==> config.mk <==
export PLATFORM = sky130hd
export DESIGN_NAME = uart_digest_tx
export DESIGN_NICKNAME = d
export VERILOG_FILES = /design/src/rtl/sha_pkg.sv /design/src/rtl/uart_tx_core.sv /design/src/rtl/uart_digest_tx.sv
export SDC_FILE = /design/constraint.sdc
export NUM_CORES = 1
export LEC_CHECK = 0
export CORE_UTILIZATION = 45
export CTS_CLUSTER_SIZE = 20
export DETAILED_ROUTE_END_ITERATION = 6
export MAX_ROUTING_LAYER = met4
export PLACE_DENSITY = 0.84
export SLEW_MARGIN = 20
export SYNTH_ARGS = -nofsm -noshare
export SYNTH_HDL_FRONTEND = slang
export SYNTH_SLANG_ARGS = --single-unit
==> constraint.sdc <==
create_clock -name clk -period 2.3 [get_ports clk]
set_input_delay 0.46 -clock clk [delete_from_list [all_inputs] [get_ports clk]]
set_output_delay 0.46 -clock clk [all_outputs]
set_load 0.01 [all_outputs]
==> src/rtl/sha_pkg.sv <==
// ---------------------------------------------------------------------------
// sha_pkg
// Shared definitions for the SHA-256 block and its UART output path.
//   DIGEST_W         width of a finished digest
//   UART_FRAME_BITS  bits per 8N1 frame (start + 8 data + stop)
//   BYTE_CNT_W       width of the digest byte counter
//   uart_tx_state_t  states of the single-byte UART transmitter
//   digest_seq_t     states of the digest byte sequencer
//   top_byte()       most significant byte of a digest-wide word
// ---------------------------------------------------------------------------
package sha_pkg;

  localparam int DIGEST_W        = 256;
  localparam int UART_FRAME_BITS = 10;
  localparam int BYTE_CNT_W      = 5;

  typedef enum logic [1:0] {
    IDLE,
    START,
    DATA,
    STOP
  } uart_tx_state_t;

  typedef enum logic {
    SEQ_IDLE,
    SEQ_SEND
  } digest_seq_t;

  function automatic logic [7:0] top_byte(input logic [DIGEST_W-1:0] word);
    return word[DIGEST_W-1 -: 8];
  endfunction

endpackage

==> src/rtl/uart_tx_core.sv <==
// ---------------------------------------------------------------------------
// uart_tx_core
// Single-byte 8N1 UART transmitter, LSB first, line idle high.
// Ports:
//   clk, rst_n   system clock, asynchronous active-low reset
//   byte_valid   a byte is offered on byte_data
//   byte_data    byte to send
//   byte_ready   byte is taken this cycle if byte_valid is high
//                (high in IDLE and in the final cycle of STOP)
//   frame_done   final cycle of the stop bit
//   tx           registered UART line
// A byte offered during the last STOP cycle starts its start bit on the very
// next cycle, so back-to-back bytes go out with no gap.
// ---------------------------------------------------------------------------
module uart_tx_core
  import sha_pkg::*;
#(
  parameter int CLKS_PER_BIT = 434
) (
  input  logic       clk,
  input  logic       rst_n,
  input  logic       byte_valid,
  input  logic [7:0] byte_data,
  output logic       byte_ready,
  output logic       frame_done,
  output logic       tx
);

  localparam int                BAUD_W    = $clog2(CLKS_PER_BIT);
  localparam logic [BAUD_W-1:0] BAUD_LAST = BAUD_W'(CLKS_PER_BIT - 1);
  localparam logic [BAUD_W-1:0] BAUD_ONE  = BAUD_W'(1);

  uart_tx_state_t    state_q, state_d;
  logic [BAUD_W-1:0] baud_q, baud_d;
  logic [2:0]        bit_q, bit_d;
  logic [7:0]        data_q, data_d;   // remaining bits, current bit at [0]
  logic              tx_q, tx_d;
  logic              baud_last;

  assign baud_last = (baud_q == BAUD_LAST);

  // State register
  always_ff @(posedge clk or negedge rst_n) begin
    if (!rst_n) begin
      state_q <= IDLE;
      baud_q  <= '0;
      bit_q   <= '0;
      data_q  <= '0;
      tx_q    <= 1'b1;
    end else begin
      state_q <= state_d;
      baud_q  <= baud_d;
      bit_q   <= bit_d;
      data_q  <= data_d;
      tx_q    <= tx_d;
    end
  end

  // Next-state logic
  always_comb begin
    state_d = state_q;
    baud_d  = baud_last ? '0 : baud_q + BAUD_ONE;
    bit_d   = bit_q;
    data_d  = data_q;
    unique case (state_q)
      IDLE: begin
        baud_d = '0;
        bit_d  = '0;
        if (byte_valid) begin
          state_d = START;
          data_d  = byte_data;
        end
      end
      START: begin
        if (baud_last) begin
          state_d = DATA;
          bit_d   = '0;
        end
      end
      DATA: begin
        if (baud_last) begin
          if (bit_q == 3'd7) begin
            state_d = STOP;
          end else begin
            bit_d  = bit_q + 3'd1;
            data_d = data_q >> 1;
          end
        end
      end
      STOP: begin
        if (baud_last) begin
          if (byte_valid) begin
            state_d = START;
            data_d  = byte_data;
          end else begin
            state_d = IDLE;
          end
        end
      end
      default: state_d = IDLE;
    endcase
  end

  // Outputs; tx is precomputed from the next state so the line is a flop
  always_comb begin
    byte_ready = (state_q == IDLE) || ((state_q == STOP) && baud_last);
    frame_done = (state_q == STOP) && baud_last;
    unique case (state_d)
      START:   tx_d = 1'b0;
      DATA:    tx_d = data_d[0];
      default: tx_d = 1'b1;
    endcase
  end

  assign tx = tx_q;

endmodule

==> src/rtl/uart_digest_tx.sv <==
// ---------------------------------------------------------------------------
// uart_digest_tx
// Sends a 256-bit SHA-256 digest on the UART line as DIGEST_BYTES
// back-to-back 8N1 frames, most significant byte first.
// Ports:
//   clk, rst_n     system clock, asynchronous active-low reset
//   ena            enables acceptance of a new digest (not needed to finish)
//   digest         digest word, byte 0 = digest[255:248]
//   digest_valid   digest offered
//   digest_ready   block is idle and can take a digest
//   tx             UART line (idle high)
//   busy           transfer in progress
//   done           one-cycle pulse after the last stop bit
// The first byte is handed to the core straight from the digest input on
// the accept edge, so the start bit appears on the next cycle; the shift
// register therefore keeps the digest already advanced by one byte.
// ---------------------------------------------------------------------------
module uart_digest_tx
  import sha_pkg::*;
#(
  parameter int CLKS_PER_BIT = 434,
  parameter int DIGEST_BYTES = 32
) (
  input  logic                clk,
  input  logic                rst_n,
  input  logic                ena,
  input  logic [DIGEST_W-1:0] digest,
  input  logic                digest_valid,
  output logic                digest_ready,
  output logic                tx,
  output logic                busy,
  output logic                done
);

  localparam logic [BYTE_CNT_W-1:0] LAST_BYTE = BYTE_CNT_W'(DIGEST_BYTES - 1);

  digest_seq_t           seq_q, seq_d;
  logic [DIGEST_W-1:0]   shift_q;
  logic [BYTE_CNT_W-1:0] byte_cnt_q;
  logic                  done_q;

  logic       accept;
  logic       last_byte;
  logic       more;
  logic       handoff;
  logic       finish;
  logic       byte_valid;
  logic [7:0] byte_data;
  logic       byte_ready;
  logic       frame_done;

  assign accept     = digest_valid && digest_ready && ena;
  assign last_byte  = (byte_cnt_q == LAST_BYTE);
  assign more       = (seq_q == SEQ_SEND) && !last_byte;
  assign handoff    = more && byte_ready;
  assign finish     = (seq_q == SEQ_SEND) && frame_done && last_byte;
  assign byte_valid = accept || more;
  assign byte_data  = (seq_q == SEQ_IDLE) ? top_byte(digest) : top_byte(shift_q);

  uart_tx_core #(
    .CLKS_PER_BIT(CLKS_PER_BIT)
  ) u_core (
    .clk       (clk),
    .rst_n     (rst_n),
    .byte_valid(byte_valid),
    .byte_data (byte_data),
    .byte_ready(byte_ready),
    .frame_done(frame_done),
    .tx        (tx)
  );

  // Sequencer state register
  always_ff @(posedge clk or negedge rst_n) begin
    if (!rst_n) seq_q <= SEQ_IDLE;
    else        seq_q <= seq_d;
  end

  // Sequencer next state
  always_comb begin
    seq_d = seq_q;
    unique case (seq_q)
      SEQ_IDLE: if (accept) seq_d = SEQ_SEND;
      SEQ_SEND: if (finish) seq_d = SEQ_IDLE;
      default:  seq_d = SEQ_IDLE;
    endcase
  end

  // Sequencer outputs, decoded from the state flop only
  always_comb begin
    digest_ready = (seq_q == SEQ_IDLE);
    busy         = (seq_q == SEQ_SEND);
  end

  // Digest shift register, byte counter and done pulse
  always_ff @(posedge clk or negedge rst_n) begin
    if (!rst_n) begin
      shift_q    <= '0;
      byte_cnt_q <= '0;
      done_q     <= 1'b0;
    end else begin
      done_q <= finish;
      if (accept) begin
        shift_q    <= {digest[DIGEST_W-9:0], 8'h00};
        byte_cnt_q <= '0;
      end else if (handoff) begin
        shift_q    <= {shift_q[DIGEST_W-9:0], 8'h00};
        byte_cnt_q <= byte_cnt_q + 5'd1;
      end
    end
  end

  assign done = done_q;

endmodule

Yosys cells after proc, flatten, opt, wreduce, memory -nomap -nowiden
Cells that the tools add are included.
- bits in registers: 286
- output and inout bits: 4
- word-level logic and storage cells: 69
- $add $sub $neg: 3
- mux-type cells: 27
- reductions and logical operators: 16
- equality and inequality tests: 12
- bitwise logic cells: 1
- operators with widths (operator ; number):
    2-to-1 mux 256 bit ; 2
    2-to-1 mux 8 bit ; 5
    case mux 8 bit (3 select lines) ; 1
    2-to-1 mux 9 bit ; 2
    2-to-1 mux 2 bit ; 5
    2-to-1 mux 5 bit ; 2
    adder 9 x 1 -> 9 bit (second input constant) ; 1
    == test 9 bit (second input constant) ; 1
    2-to-1 mux 3 bit ; 3
    case mux 3 bit (3 select lines) ; 1
    case mux 2 bit (4 select lines) ; 1
    AND reduction 4 bit ; 2
    logical AND 1 bit ; 7
    == test 2 bit (second input constant) ; 3
    != test 2 x 1 -> 1 bit (second input constant) ; 3
    nonzero test 3 bit ; 2
    adder 5 x 1 -> 5 bit (second input constant) ; 1
    == test 5 bit (second input constant) ; 1
    == test 2 x 1 -> 1 bit (second input constant) ; 2
    case mux 1 bit (2 select lines) ; 2
    adder 3 x 1 -> 3 bit (second input constant) ; 1
    == test 3 bit (second input constant) ; 1
    2-to-1 mux 1 bit ; 3
    logical NOT 2 bit ; 1
    other kinds (5) ; 6

Depth between registers and ports, before layout
- depth after elaboration: 9
- depth in mapped cells: 11

Modules after synthesis
A second synthesis with hierarchy kept.
- cells, all modules: 1250
- area, all modules: 12579.6 µm²
- by module, submodules not included (module ; cells each ; instances ; sequential area each (µm²) ; area each (µm²)):
    uart_digest_tx ; 1126 ; 1 ; 6381.1 ; 11264.6
    uart_tx_core ; 124 ; 1 ; 576.8 ; 1315.0

Worst setup path before layout
No wires, ideal clock.
- path kind: register to register
- start: register byte_cnt_q[0]
- end: register u_core.data_q[2]
- arrival: 2.096 ns
- path buffers: 1
- slack: 0.078 ns
- stages on the path, launching flop included: 10
- clock period less this slack: 2.222 ns
- cells stage by stage: dfrtp_1 > ha_1 > and3_1 > ha_1 > nor2b_1 > clkbuf_1 > nor2_1 > a21oi_1 > a31oi_1 > a221o_1
- cells in the longest elaborated chain, start to end: 7
- RTL lines (item ; line ; source):
    start: declaration ; uart_digest_tx.sv:39 ; logic [BYTE_CNT_W-1:0] byte_cnt_q;
    start signal: assignment ; uart_digest_tx.sv:107 ; byte_cnt_q <= byte_cnt_q + 5'd1;
    == test 5 bit * ; uart_digest_tx.sv:53 ; assign last_byte = (byte_cnt_q == LAST_BYTE);
    logical NOT 1 bit * ; uart_digest_tx.sv:54 ; assign more = (seq_q == SEQ_SEND) && !last_byte;
    logical AND 1 bit * ; uart_digest_tx.sv:54 ;
    logical OR 1 bit * ; uart_digest_tx.sv:57 ; assign byte_valid = accept || more;
    2-to-1 mux 8 bit * ; -- ;
    2-to-1 mux 8 bit ; -- ;
    case mux 8 bit (3 select lines) * ; -- ;
    end signal: assignment ; uart_tx_core.sv:54 ; data_q <= data_d;
    end: declaration ; uart_tx_core.sv:36 ; logic [7:0] data_q, data_d;
Mark *: on every way between the ends. The rest lies on a longest branch, timed or not. The select of a mux whose other input is x is not followed.
A chain may end at the register's enable or synchronous reset.

Final worst setup path
- start: register seq_q, in the netlist busy
- end: output port digest_ready
- cells in the longest elaborated chain, start to end: 1
- RTL lines (item ; line ; source):
    start: declaration ; uart_digest_tx.sv:37 ; digest_seq_t seq_q, seq_d;
    start signal: assignment ; uart_digest_tx.sv:75 ; else seq_q <= seq_d;
    NOT 1 bit ; -- ;
    end: declaration ; uart_digest_tx.sv:29 ; output logic digest_ready,
Every way passes these cells.

==> results.rst <==
.. list-table::
   :header-rows: 1

   * - Metric
     - Value
   * - Most frequently used flop master after synthesis
     - dfrtp_1
   * - Cell Count, Final, Fillers Out
     - 1,907
   * - CTS tree
     - built
   * - Min Tclk post-route
     - 2.21 ns
   * - Mean post-synth cell area
     - 10.9 µm²
   * - Category of the worst setup path launch point
     - flop
   * - Status
     - complete, no violations
   * - Detail Placement HPWL
     - 23,100 µm
   * - Total gr overflow
     - 0
   * - Reg2Reg Setup Slack
     - 0.09 ns
   * - Clock root cell
     - clkbuf_16
   * - Leading cell type by number of instances after synthesis
     - dfrtp_1
   * - Critical-path top delay cell
     - clkdlybuf4s50_1
   * - Fraction of the cycle the final worst path needs
     - 96.2%
   * - Maximum number of pins on one net before global-route repair
     - 81
   * - Path type of the worst min-delay path
     - flop to flop
   * - Gate count after technology mapping
     - 1,220
   * - Number of placed I/O pins
     - 264
   * - Endpoint required time on the critical path
     - 1.84 ns
   * - Reported max-cap violation count
     - 0
   * - Die Wd
     - 174 µm
   * - Number of global-route vias before repair
     - 10.4k
   * - Final number of hold-violating endpoints
     - 0
   * - Fraction of final layout cells sized beyond drive strength 1
     - 15.1%
   * - Critical path class
     - flop to output port
   * - Detailed-routing iteration count for the pre-antenna-repair pass
     - 5
   * - Count of synthesis-stage warnings from yosys
     - 0
   * - Terminus of the critical flop-to-flop path
     - shift_q[108]
   * - Area share of the largest cell type after synthesis
     - 51.9%
   * - Setup TNS
     - 0 ns
   * - Initial antenna violation count
     - 3
   * - Instance count after placement with tap cells included
     - 1,845
   * - Clock latency on the worst-skew pair
     - 0.55 ns
   * - Pre-CTS worst setup slack
     - 0.0117 ns
   * - H-Tree Level Count
     - 1
   * - Static leakage
     - 6.97 nW
   * - Worst Path Arrival
     - 1.75 ns
   * - Max Fclk
     - 0.452 GHz
   * - Slew margin rel.
     - 53.0%
   * - Start of the worst register-to-register path
     - byte_cnt_q[1]
   * - Total number of vias
     - 9,788
   * - Unique cell type count in the Yosys netlist
     - 38
   * - Count of input and output buffers
     - 263
   * - Remaining antenna violation count
     - 0
   * - Async S/R FF share, synth
     - 100%
   * - Total standard cell area after synthesis
     - 13,400 µm²
   * - Initial core utilization
     - 46.1%
   * - DRT Wirelength
     - 31,900 µm
   * - Final setup violating endpoints
     - 0
   * - Number of buffer and inverter stages on the critical path
     - 2
   * - Most numerous cell types in the synthesized netlist
     - dfrtp_1 (277), nand2_1 (252), mux2i_1 (249)
   * - Final core occ
     - 61.3%
   * - Area growth syn-to-layout
     - 32.9%
   * - First-pass GRT wire length
     - 52,500 µm
   * - Register-to-Register Path Depth
     - 11
   * - Top post-synthesis cells by area
     - dfrtp_1 (52%), mux2i_1 (19%), nand2_1 (7.1%), o21ai_2 (6.6%), o21ai_1 (4.5%)
   * - End of the worst hold path
     - shift_q[87]
   * - Hold path startpoint
     - shift_q[87]
   * - Standard-cell rows
     - 62
   * - Weighted congestion reported at the end of routability-driven placement
     - 0.845
   * - Area of the die
     - 30,400 µm²
   * - Total core area
     - 28,900 µm²
   * - Worst Slack Setup Final
     - 0.0877 ns
   * - Final setup skew
     - 0.0179 ns
   * - Highest net fanout along the worst path
     - 6
   * - Worst vdd rail ir drop
     - 0.548 mV
   * - Mean routed wirelength per cell
     - 16.7 µm
   * - Fill cells
     - 2,253
   * - Worst slack on hold paths
     - 0.475 ns
   * - TritonCTS Sinks
     - 278
   * - Kind of cell adding the most delay to the critical path
     - buffers and inverters
   * - Number of buffers created by CTS
     - 30
   * - Chip height
     - 174 µm
   * - Post-synth EDFFs
     - 0
   * - Total global-route track usage
     - 22.1%
   * - Clk buf depth
     - 3
   * - List of cells traversed by the critical path
     - inv_1 > clkdlybuf4s50_1
   * - Number of cells on the worst hold path
     - 2
   * - Biggest cell delay along the critical path
     - 0.58 ns
   * - Slew Limit Fails
     - 0
   * - CTS clock-pin slew for the worst setup and hold paths
     - 0.06 ns
   * - # DRC
     - 0
   * - Routed vias/inst
     - 5.13
   * - Pwr per Cell Area
     - 609 nW/µm²
   * - Violation count after the first detailed-routing iteration
     - 676
   * - Biggest area consumer among synthesized cells
     - dfrtp_1
   * - Number of synthesized register bits
     - 278
   * - Part of the Yosys area used for sequential elements
     - 52.1%
   * - Actual transition at the worst max-transition pin
     - 0.705 ns
   * - Net count after synthesis
     - 1,486
   * - Final layout net count
     - 1,762
   * - Type of element capturing the critical path
     - output port
==> through the flow <==
step	power [mW]	cell area (µm²)
after floorplan	5.22	13400
after global placement	5.86	16700
after detailed placement	5.88	16700
after CTS	10.9	17700
after global routing	11.2	17700
final	10.8	17700
==> worst reg2reg max path, delay by kind of cell, from the launching register on <==
kind / cells / cell delay, ns
flip-flops: 1 / 0.40
buffers and inverters: 4 / 0.69
AO/OA/AOI/OAI: 2 / 0.13
AND/OR/NAND/NOR: 3 / 0.45
adder cells (fa/ha/maj): 2 / 0.41
==> routing by layer <==
layer / track usage [%] / share of wire, % / vias up
li1: - / - / 4834
met1: 27.6 / 43 / 4668
met2: 37.2 / 50 / 240
met3: 3.50 / 4.7 / 46
met4: 5.77 / 2.4 / 0
met5: - / 0 / -
==> worst max-delay path by stage <==
stage                      from          endpoint  slack, ns  depth (start not counted)
5_1_grt        u_core.baud_q[3]         u_core.tx      -0.01                          6
4_1_cts           byte_cnt_q[1]      shift_q[108]       0.01                         11
6_report                   busy      digest_ready       0.09                          2
3_3_place_gp                ena      shift_q[227]       0.03                          6
3_5_place_dp                ena      shift_q[227]       0.01                          6
2_1_floorplan     byte_cnt_q[0]  u_core.data_q[2]       0.08                          9
==> final cells by class <==
class / instances / area (µm²) / area share [%]
sequential: 278 / 6960 / 39.2
multi-input combinational: 850 / 5790 / 32.6
timing repair buffer: 332 / 3450 / 19.4
clock buffer: 42 / 867 / 4.89
tap: 384 / 480 / 2.71
clock inverter: 14 / 184 / 1.04
inverter: 4 / 15.0 / 0.0846
antenna: 3 / 7.51 / 0.0423
==> where the power goes <==
| group | total [mW] | internal (mW) | switching (mW) |
|---|---|---|---|
| clock | 5.03 | 3.08 | 1.95 |
| sequential | 5.01 | 4.97 | 0.0439 |
| combinational | 0.778 | 0.490 | 0.287 |
| total | 10.8 | 8.53 | 2.29 |
==> cell usage in the layout, fill, tap and decap left out, types with 5 or more instances in the layout <==
cell type and n:
dfrtp_1 277, clkdlybuf4s50_1 262, nand2_1 252, mux2i_1 249, o21ai_1 121, o21ai_2 100
buf_4 44, clkbuf_16 31, nor2_1 27, o21ai_0 26, buf_12 23, a22o_1 9
and3_1 6, xor2_1 6, a221o_1 6, ha_1 6, clkbuf_1 6, xnor2_1 5
clkbuf_8 5, clkinv_2 5
==> logic make-up after synthesis <==
| group | Yosys count | share of synthesized area, % |
|---|---|---|
| and+or+nand+nor | 302 | 8.89 |
| AOI/OAI and AO/OA | 280 | 14.2 |
| DFF | 278 | 52.1 |
| muxes | 251 | 18.8 |
| buffers and inverters | 92 | 4.67 |
| xor gates and xnor gates | 11 | 0.722 |
| adders and majority gates | 6 | 0.562 |
==> timing repair <==
item                                    4_1_cts  5_1_grt
hold endpoints to repair                     69        0
gates resized for setup                       0        3
setup buffers                                 0        2
hold buffers                                  1        0
endpoints found under the setup margin        0       23
==> flip-flops by register name, summed over array words and instances (netlist names), 2 cells and up <==
register,count
shift_q,248
u_core.data_q,8
u_core.baud_q,9
byte_cnt_q,5
u_core.bit_q,3
u_core.state_q,2
Power figures use the tool's default switching activity.
